**config.mk**
```make
export PLATFORM = sky130hd
export DESIGN_NAME = command_encoder
export DESIGN_NICKNAME = d
export VERILOG_FILES = /design/src/rtl/raster_pkg.sv /design/src/rtl/cmd_fifo.sv /design/src/rtl/command_encoder.sv
export SDC_FILE = /design/constraint.sdc
export NUM_CORES = 1
export LEC_CHECK = 0
export CAP_MARGIN = 20
export CORE_AREA = 5 5 43 45
export DETAILED_ROUTE_END_ITERATION = 7
export DIE_AREA = 0 0 48 50
export PLACE_DENSITY_LB_ADDON = 0.05
export SLEW_MARGIN = 20
export SYNTH_ARGS = -nofsm -noshare
export SYNTH_HDL_FRONTEND = slang
export SYNTH_SLANG_ARGS = --single-unit
```
**constraint.sdc**
```tcl
create_clock -name clk -period 2 [get_ports clk]
set_clock_uncertainty 0.2 [all_clocks]
set_input_delay 0.5 -clock clk [delete_from_list [all_inputs] [get_ports clk]]
set_output_delay 0.5 -clock clk [all_outputs]
set_load 0.02 [all_outputs]
```
**src/rtl/raster_pkg.sv**
```systemverilog
// raster_pkg: definitions shared by the rasterizer command path.
// Contents:
//   - opcode values,
//   - bit positions of the fields inside a protocol byte,
//   - the command_encoder state encoding,
//   - helpers that build the header byte and the Y byte.
// Byte layout: bit 7 is the start bit, bits 6:5 hold the opcode and
// bits 4:2 hold an X or Y coordinate.
package raster_pkg;

  localparam logic [1:0] CMD_LINE  = 2'd0;
  localparam logic [1:0] CMD_RECT  = 2'd1;
  localparam logic [1:0] CMD_PIXEL = 2'd2;
  localparam logic [1:0] CMD_CLEAR = 2'd3;

  localparam int START_BIT = 7;
  localparam int CMD_MSB   = 6;
  localparam int CMD_LSB   = 5;
  localparam int XY_MSB    = 4;
  localparam int XY_LSB    = 2;

  // Width of one queued command: {cmd, x1, y1}.
  localparam int CMD_W = 8;

  typedef enum logic [1:0] {
    ENC_IDLE = 2'd0,
    ENC_HDR  = 2'd1,
    ENC_YB   = 2'd2,
    ENC_GAP  = 2'd3
  } enc_state_e;

  // Header byte: start bit, opcode, X coordinate.
  function automatic logic [7:0] hdr_byte(input logic [1:0] c, input logic [2:0] x);
    logic [7:0] b;
    b                  = 8'h00;
    b[START_BIT]       = 1'b1;
    b[CMD_MSB:CMD_LSB] = c;
    b[XY_MSB:XY_LSB]   = x;
    return b;
  endfunction

  // Y byte: start bit clear, so the receiver never takes it for a header.
  function automatic logic [7:0] y_byte(input logic [2:0] y);
    logic [7:0] b;
    b                = 8'h00;
    b[XY_MSB:XY_LSB] = y;
    return b;
  endfunction

endpackage

```
**src/rtl/cmd_fifo.sv**
```systemverilog
// cmd_fifo: synchronous show-ahead FIFO that holds queued encoder commands.
// Ports:
//   clk, rst_n  clock and asynchronous active-low reset. Reset empties
//               the FIFO.
//   push        writes wr_data. The write is ignored while full.
//   wr_data     entry to write.
//   pop         drops the head entry. The pop is ignored while empty.
//   rd_data     head entry. Valid whenever empty is low.
//   full        occupancy equals DEPTH.
//   empty       occupancy is zero.
// DEPTH must be a power of two, so the pointers wrap by overflowing.
module cmd_fifo
  import raster_pkg::*;
#(
  parameter int WIDTH = CMD_W,
  parameter int DEPTH = 4
) (
  input  logic             clk,
  input  logic             rst_n,
  input  logic             push,
  input  logic [WIDTH-1:0] wr_data,
  input  logic             pop,
  output logic [WIDTH-1:0] rd_data,
  output logic             full,
  output logic             empty
);

  localparam int AW = $clog2(DEPTH);

  logic [WIDTH-1:0] mem_r [DEPTH];
  logic [AW-1:0]    wr_ptr_r;
  logic [AW-1:0]    rd_ptr_r;
  logic [AW:0]      count_r;
  logic             do_push_s;
  logic             do_pop_s;

  assign full      = (count_r == (AW+1)'(DEPTH));
  assign empty     = (count_r == (AW+1)'(0));
  assign do_push_s = push && !full;
  assign do_pop_s  = pop && !empty;
  assign rd_data   = mem_r[rd_ptr_r];

  // Storage array. Reset is not needed because the pointers decide what is valid.
  always_ff @(posedge clk) begin
    if (do_push_s) begin
      mem_r[wr_ptr_r] <= wr_data;
    end
  end

  // Pointers and occupancy. A push and a pop on the same edge leave the count unchanged.
  always_ff @(posedge clk or negedge rst_n) begin
    if (!rst_n) begin
      wr_ptr_r <= AW'(0);
      rd_ptr_r <= AW'(0);
      count_r  <= (AW+1)'(0);
    end else begin
      if (do_push_s) begin
        wr_ptr_r <= wr_ptr_r + AW'(1);
      end
      if (do_pop_s) begin
        rd_ptr_r <= rd_ptr_r + AW'(1);
      end
      case ({do_push_s, do_pop_s})
        2'b10:   count_r <= count_r + (AW+1)'(1);
        2'b01:   count_r <= count_r - (AW+1)'(1);
        default: count_r <= count_r;
      endcase
    end
  end

endmodule

```
**src/rtl/command_encoder.sv**
```systemverilog
// command_encoder: host-side transmitter for the rasterizer command byte protocol.
// Each accepted command {cmd, x1, y1} is sent as a frame:
//   1. a header byte,
//   2. a Y byte,
//   3. GAP_CYCLES idle bytes of 0x00.
// The bus reads 0x00 whenever no frame is in flight.
// Ports:
//   clk, rst_n           clock and asynchronous active-low reset. Reset
//                        aborts any frame at once.
//   cmd_valid/cmd_ready  command handshake. A command is accepted when
//                        both are high at a rising edge.
//   cmd, x1, y1          opcode and coordinates, sampled on the
//                        accepting edge.
//   byte_out             protocol byte, to the receiver's ui_in.
//   byte_valid           high while byte_out carries a header byte or a
//                        Y byte.
//   busy                 high while a frame is in flight or queued
//                        commands remain.
// Build option CMD_ENC_FIFO_EN:
//   defined:   a FIFO_DEPTH-entry queue (cmd_fifo) buffers commands, and
//              cmd_ready = !full.
//   undefined: there is no queue. A command is accepted only when the
//              encoder can start its header on that same edge.
module command_encoder
  import raster_pkg::*;
#(
  parameter int FIFO_DEPTH = 4,
  parameter int GAP_CYCLES = 1
) (
  input  logic       clk,
  input  logic       rst_n,
  input  logic       cmd_valid,
  output logic       cmd_ready,
  input  logic [1:0] cmd,
  input  logic [2:0] x1,
  input  logic [2:0] y1,
  output logic [7:0] byte_out,
  output logic       byte_valid,
  output logic       busy
);

  localparam int GAP_W = $clog2(GAP_CYCLES + 1);

  enc_state_e       state_r;
  logic [GAP_W-1:0] gap_cnt_r;
  logic [2:0]       y_hold_r;
  logic [7:0]       byte_r;
  logic             byte_valid_r;

  logic             slot_free_s;
  logic             src_avail_s;
  logic             take_s;
  logic [1:0]       src_cmd_s;
  logic [2:0]       src_x_s;
  logic [2:0]       src_y_s;

  // A header can start only from IDLE, or on the last gap byte of the previous frame.
  assign slot_free_s = (state_r == ENC_IDLE) ||
                       ((state_r == ENC_GAP) && (gap_cnt_r == GAP_W'(0)));

`ifdef CMD_ENC_FIFO_EN
  logic [CMD_W-1:0] fifo_rd_s;
  logic             fifo_full_s;
  logic             fifo_empty_s;

  cmd_fifo #(
    .WIDTH (CMD_W),
    .DEPTH (FIFO_DEPTH)
  ) u_cmd_fifo (
    .clk     (clk),
    .rst_n   (rst_n),
    .push    (cmd_valid),
    .wr_data ({cmd, x1, y1}),
    .pop     (take_s),
    .rd_data (fifo_rd_s),
    .full    (fifo_full_s),
    .empty   (fifo_empty_s)
  );

  // The FSM reads only the queue head. A fresh push is seen one edge later, so there is no bypass.
  assign cmd_ready                      = !fifo_full_s;
  assign src_avail_s                    = !fifo_empty_s;
  assign {src_cmd_s, src_x_s, src_y_s}  = fifo_rd_s;
  assign busy                           = (state_r != ENC_IDLE) || !fifo_empty_s;
`else
  // No queue: the handshake edge is the header-load edge.
  assign cmd_ready   = slot_free_s;
  assign src_avail_s = cmd_valid;
  assign src_cmd_s   = cmd;
  assign src_x_s     = x1;
  assign src_y_s     = y1;
  assign busy        = (state_r != ENC_IDLE);
`endif

  assign take_s     = slot_free_s && src_avail_s;
  assign byte_out   = byte_r;
  assign byte_valid = byte_valid_r;

  // Frame sequencer. The bus byte and byte_valid are registered together with the state.
  always_ff @(posedge clk or negedge rst_n) begin
    if (!rst_n) begin
      state_r      <= ENC_IDLE;
      gap_cnt_r    <= GAP_W'(0);
      y_hold_r     <= 3'd0;
      byte_r       <= 8'h00;
      byte_valid_r <= 1'b0;
    end else begin
      case (state_r)
        ENC_IDLE: begin
          if (take_s) begin
            state_r      <= ENC_HDR;
            y_hold_r     <= src_y_s;
            byte_r       <= hdr_byte(src_cmd_s, src_x_s);
            byte_valid_r <= 1'b1;
          end else begin
            byte_r       <= 8'h00;
            byte_valid_r <= 1'b0;
          end
        end
        ENC_HDR: begin
          state_r      <= ENC_YB;
          byte_r       <= y_byte(y_hold_r);
          byte_valid_r <= 1'b1;
        end
        ENC_YB: begin
          state_r      <= ENC_GAP;
          gap_cnt_r    <= GAP_W'(GAP_CYCLES - 1);
          byte_r       <= 8'h00;
          byte_valid_r <= 1'b0;
        end
        ENC_GAP: begin
          if (gap_cnt_r != GAP_W'(0)) begin
            gap_cnt_r    <= gap_cnt_r - GAP_W'(1);
            byte_r       <= 8'h00;
            byte_valid_r <= 1'b0;
          end else if (take_s) begin
            // A back-to-back frame follows the last gap byte with no idle cycle.
            state_r      <= ENC_HDR;
            y_hold_r     <= src_y_s;
            byte_r       <= hdr_byte(src_cmd_s, src_x_s);
            byte_valid_r <= 1'b1;
          end else begin
            state_r      <= ENC_IDLE;
            byte_r       <= 8'h00;
            byte_valid_r <= 1'b0;
          end
        end
        default: begin
          state_r      <= ENC_IDLE;
          gap_cnt_r    <= GAP_W'(0);
          byte_r       <= 8'h00;
          byte_valid_r <= 1'b0;
        end
      endcase
    end
  end

endmodule

```
==> results <==
[cell usage after synthesis]
| cell type | count |
|---|---|
| dfrtp_1 | 12 |
| and2_2 | 2 |
| or2_1 | 1 |
| conb_1 | 1 |
| a32oi_1 | 1 |
| buf_4 | 2 |
| mux2_2 | 3 |
| nor2b_4 | 1 |
| nand2_1 | 2 |
| a22o_1 | 3 |
| nand2b_1 | 1 |
| nor2b_1 | 1 |
| o21ai_0 | 2 |
| inv_1 | 4 |
| o21a_4 | 1 |
| ha_1 | 4 |
| nor2_1 | 1 |
[flip-flops by register name, indices dropped and copies added (netlist names)]
signal      flops
y_hold_r        3
state_r         2
byte_out        6
byte_valid      1
[layer usage]
| layer | up-vias | track usage (%) |
|---|---|---|
| met2 | 13 | 16.1 |
| met4 | 0 | 5.38 |
| met1 | 186 | 12.1 |
| met5 | - | 0 |
| met3 | 0 | 3.27 |
| li1 | 189 | - |
[timing repair]
| action | 4_1_cts | 5_1_grt |
|---|---|---|
| hold endpoints to repair | 0 | 0 |
| resized for setup | 4 | 3 |
| endpoints found under the setup margin | 2 | 2 |
[power groups by stage]
stage               clock network (uW)  logic [uW]  registers, uW
floorplan                            0         347            436
global placement                     0         709            380
detailed placement                   0         715            385
CTS                                203         705            380
global route                       217         749            387
finish                             192         674            377
[final timing paths]
check                                   startpoint                 endpoint  slack (ps)
max                          byte_out[2]$_DFF_PN0_              byte_out[2]         110
min                        y_hold_r[2]$_DFFE_PN0P_    byte_out[4]$_DFF_PN0_         300
max reg2reg                 state_r[0]$_DFFE_PN0P_  y_hold_r[2]$_DFFE_PN0P_         330
min reg2reg                y_hold_r[2]$_DFFE_PN0P_    byte_out[4]$_DFF_PN0_         300
max in group asynchronous                    rst_n    byte_out[5]$_DFF_PN0_         860
min in group asynchronous                    rst_n     byte_valid$_DFF_PN0_         380
[cells by family after synthesis]
family / after synthesis
AO/OA/AOI/OAI: 7
flip-flops: 12
multiplexers: 3
AND/OR/NAND/NOR: 9
adder cells (fa/ha/maj): 4
other: 1
buffers and inverters: 6
[area by class of cell]
class,instances,area [sq um],area share (%)
Sequential cell,12,300,37.6
Tap cell,16,20.0,2.50
Multi-Input combinational cell,25,210,26.3
Clock buffer,4,36.3,4.54
Timing Repair Buffer,24,218,27.2
Inverter,4,15.0,1.88
[stage by stage]
step                      utilization, %  cells
after floorplan                        -     43
after global placement              53.8     81
after detailed placement            53.8     81
after CTS                           56.4     85
after global routing                55.7     85
final                               55.7     85
[cell usage in the layout (no fill, tap or decap), types with 2 or more instances in the layout]
cell type and n:
a22o_1 3, and2_2 2, buf_4 5, clkbuf_4 3, clkdlybuf4s50_1 17, conb_1 2
dfrtp_1 12, ha_1 4, inv_1 4, mux2_2 3, nand2_1 2, o21ai_0 2
==> impl_metrics.ini <==
[timing]
timing.fmax_ghz = 0.528
slew_viol_final = 0
period_needed_ps = 1890
worst_slew_pin_slew_ps = 545
setup_slack_ps = 106
maxSlewHeadroom_pct = 63.5
hold_viol = 0
rsz0062_at_grt = no
setup-tns-final_ps = 0
worst_hold_slack_ps = 302
setup_viol = 0
period_share_pct = 94.7

[setup_path]
path_depth = 1
critPathMaxFanout = 1
r2r_cells = 5
cp.arrival_ps = 1190
worstSetupPathType = reg2out
cp_top_family = buffers and inverters
path_buf_inv = 1
crit_path_end_kind = primary output
worstPathCellList = clkdlybuf4s50_1
critical_path_required_ps = 1300
cp_slowest_cell = clkdlybuf4s50_1
cpPeakStageDelay_ps = 600
critPathLaunchType = flop

[finish]
diodes = 0
nFillCells = 142
drive_above_1_share_pct = 26.1
nets = 85
fin_area_sq_um = 800
areaGrowthSynthToFinish_pct = 49.0

[route]
ant_nets = 0
highest-signal-layer = met3
first_pass_iters = 1
wl_per_cell_um = 12.3
postRouteWirelength_mm = 1.04
vias_per_cell = 4.56
remaining_drc_errors = 0
drt_iter0_drc = 0
wl_met1_um = 408
wl_met2_um = 560
num_vias = 388
dr_wl_met3_um = 73

[floorplan]
die_area_sq_mm = 0.00240
initial_core_util_pct = 37.4
die_y_um = 50
io_pins = 22
core-area_sq_mm = 0.00144
num_rows = 14
fp.dieW_um = 48

[run]
drv_cap = 0

[clocking]
worstSkewPairLatency_ps = 270
cts_made_buffers = 3
cts_hold_buf = 0
cts_root_buffer = clkbuf_4
clock_path_buffers = 2
cts_setup_buffers = 0
cts_sinks = 12
cts_tree = built
clk_pin_slew_worst_paths_ps = 80
htreeDepth = 1

[place]
hpwl_um = 841
placed_area_sq_um = 773
gp_congestion = 0.723
port_buffers = 19
place_ws_ps = -20.0

[global_route]
grt_overflow_total = 0
grt_pass1_vias = 399
grt_pass1_wl_mm = 1.71
grt_max_degree = 13
antenna_found_initial = 0
grt_use_total_pct = 10.3

[status]
status = complete, no violations

[power]
p_sw_uw = 446
power_frac_seq_pct = 30.3
p_total_uw = 1240
p_sw_share_pct = 35.8
combPwrFrac_pct = 54.3
clock_power_share_pct = 15.4
intPower_uw = 798
p_leak_uw = 0.000385
powerDensity_mw_per_mm2 = 1550
ir_drop_v = 0.000999

[synth]
synth_area_leaders = dfrtp_1 (56%), ha_1 (9.3%), mux2_2 (6.3%)
yosys.area_share.simple_pct = 11.0
synth_mux_area_share_pct = 6.29
postSynthAreaPerCell_sq_um = 12.8
syn_inst = 42
synth_top_family_by_area = compound AO/OA/AOI/OAI gates
synth_compound_area_share_pct = 11.2
yosys.area.top_type_share_pct = 55.9
syn_area_sq_um = 537
synth-seq-cells = 12
synthDistinctLibCells = 17
synth_fa_ha_area_share_pct = 9.32
ys_warn_count = 0
synth_area_leader_cell = dfrtp_1
synth_xor_area_share_pct = 0
yosysSeqAreaShare_pct = 55.9

[worst_hold_path]
hold_class = reg2reg
whs_path_depth = 1
Power figures use the tool's default switching activity.
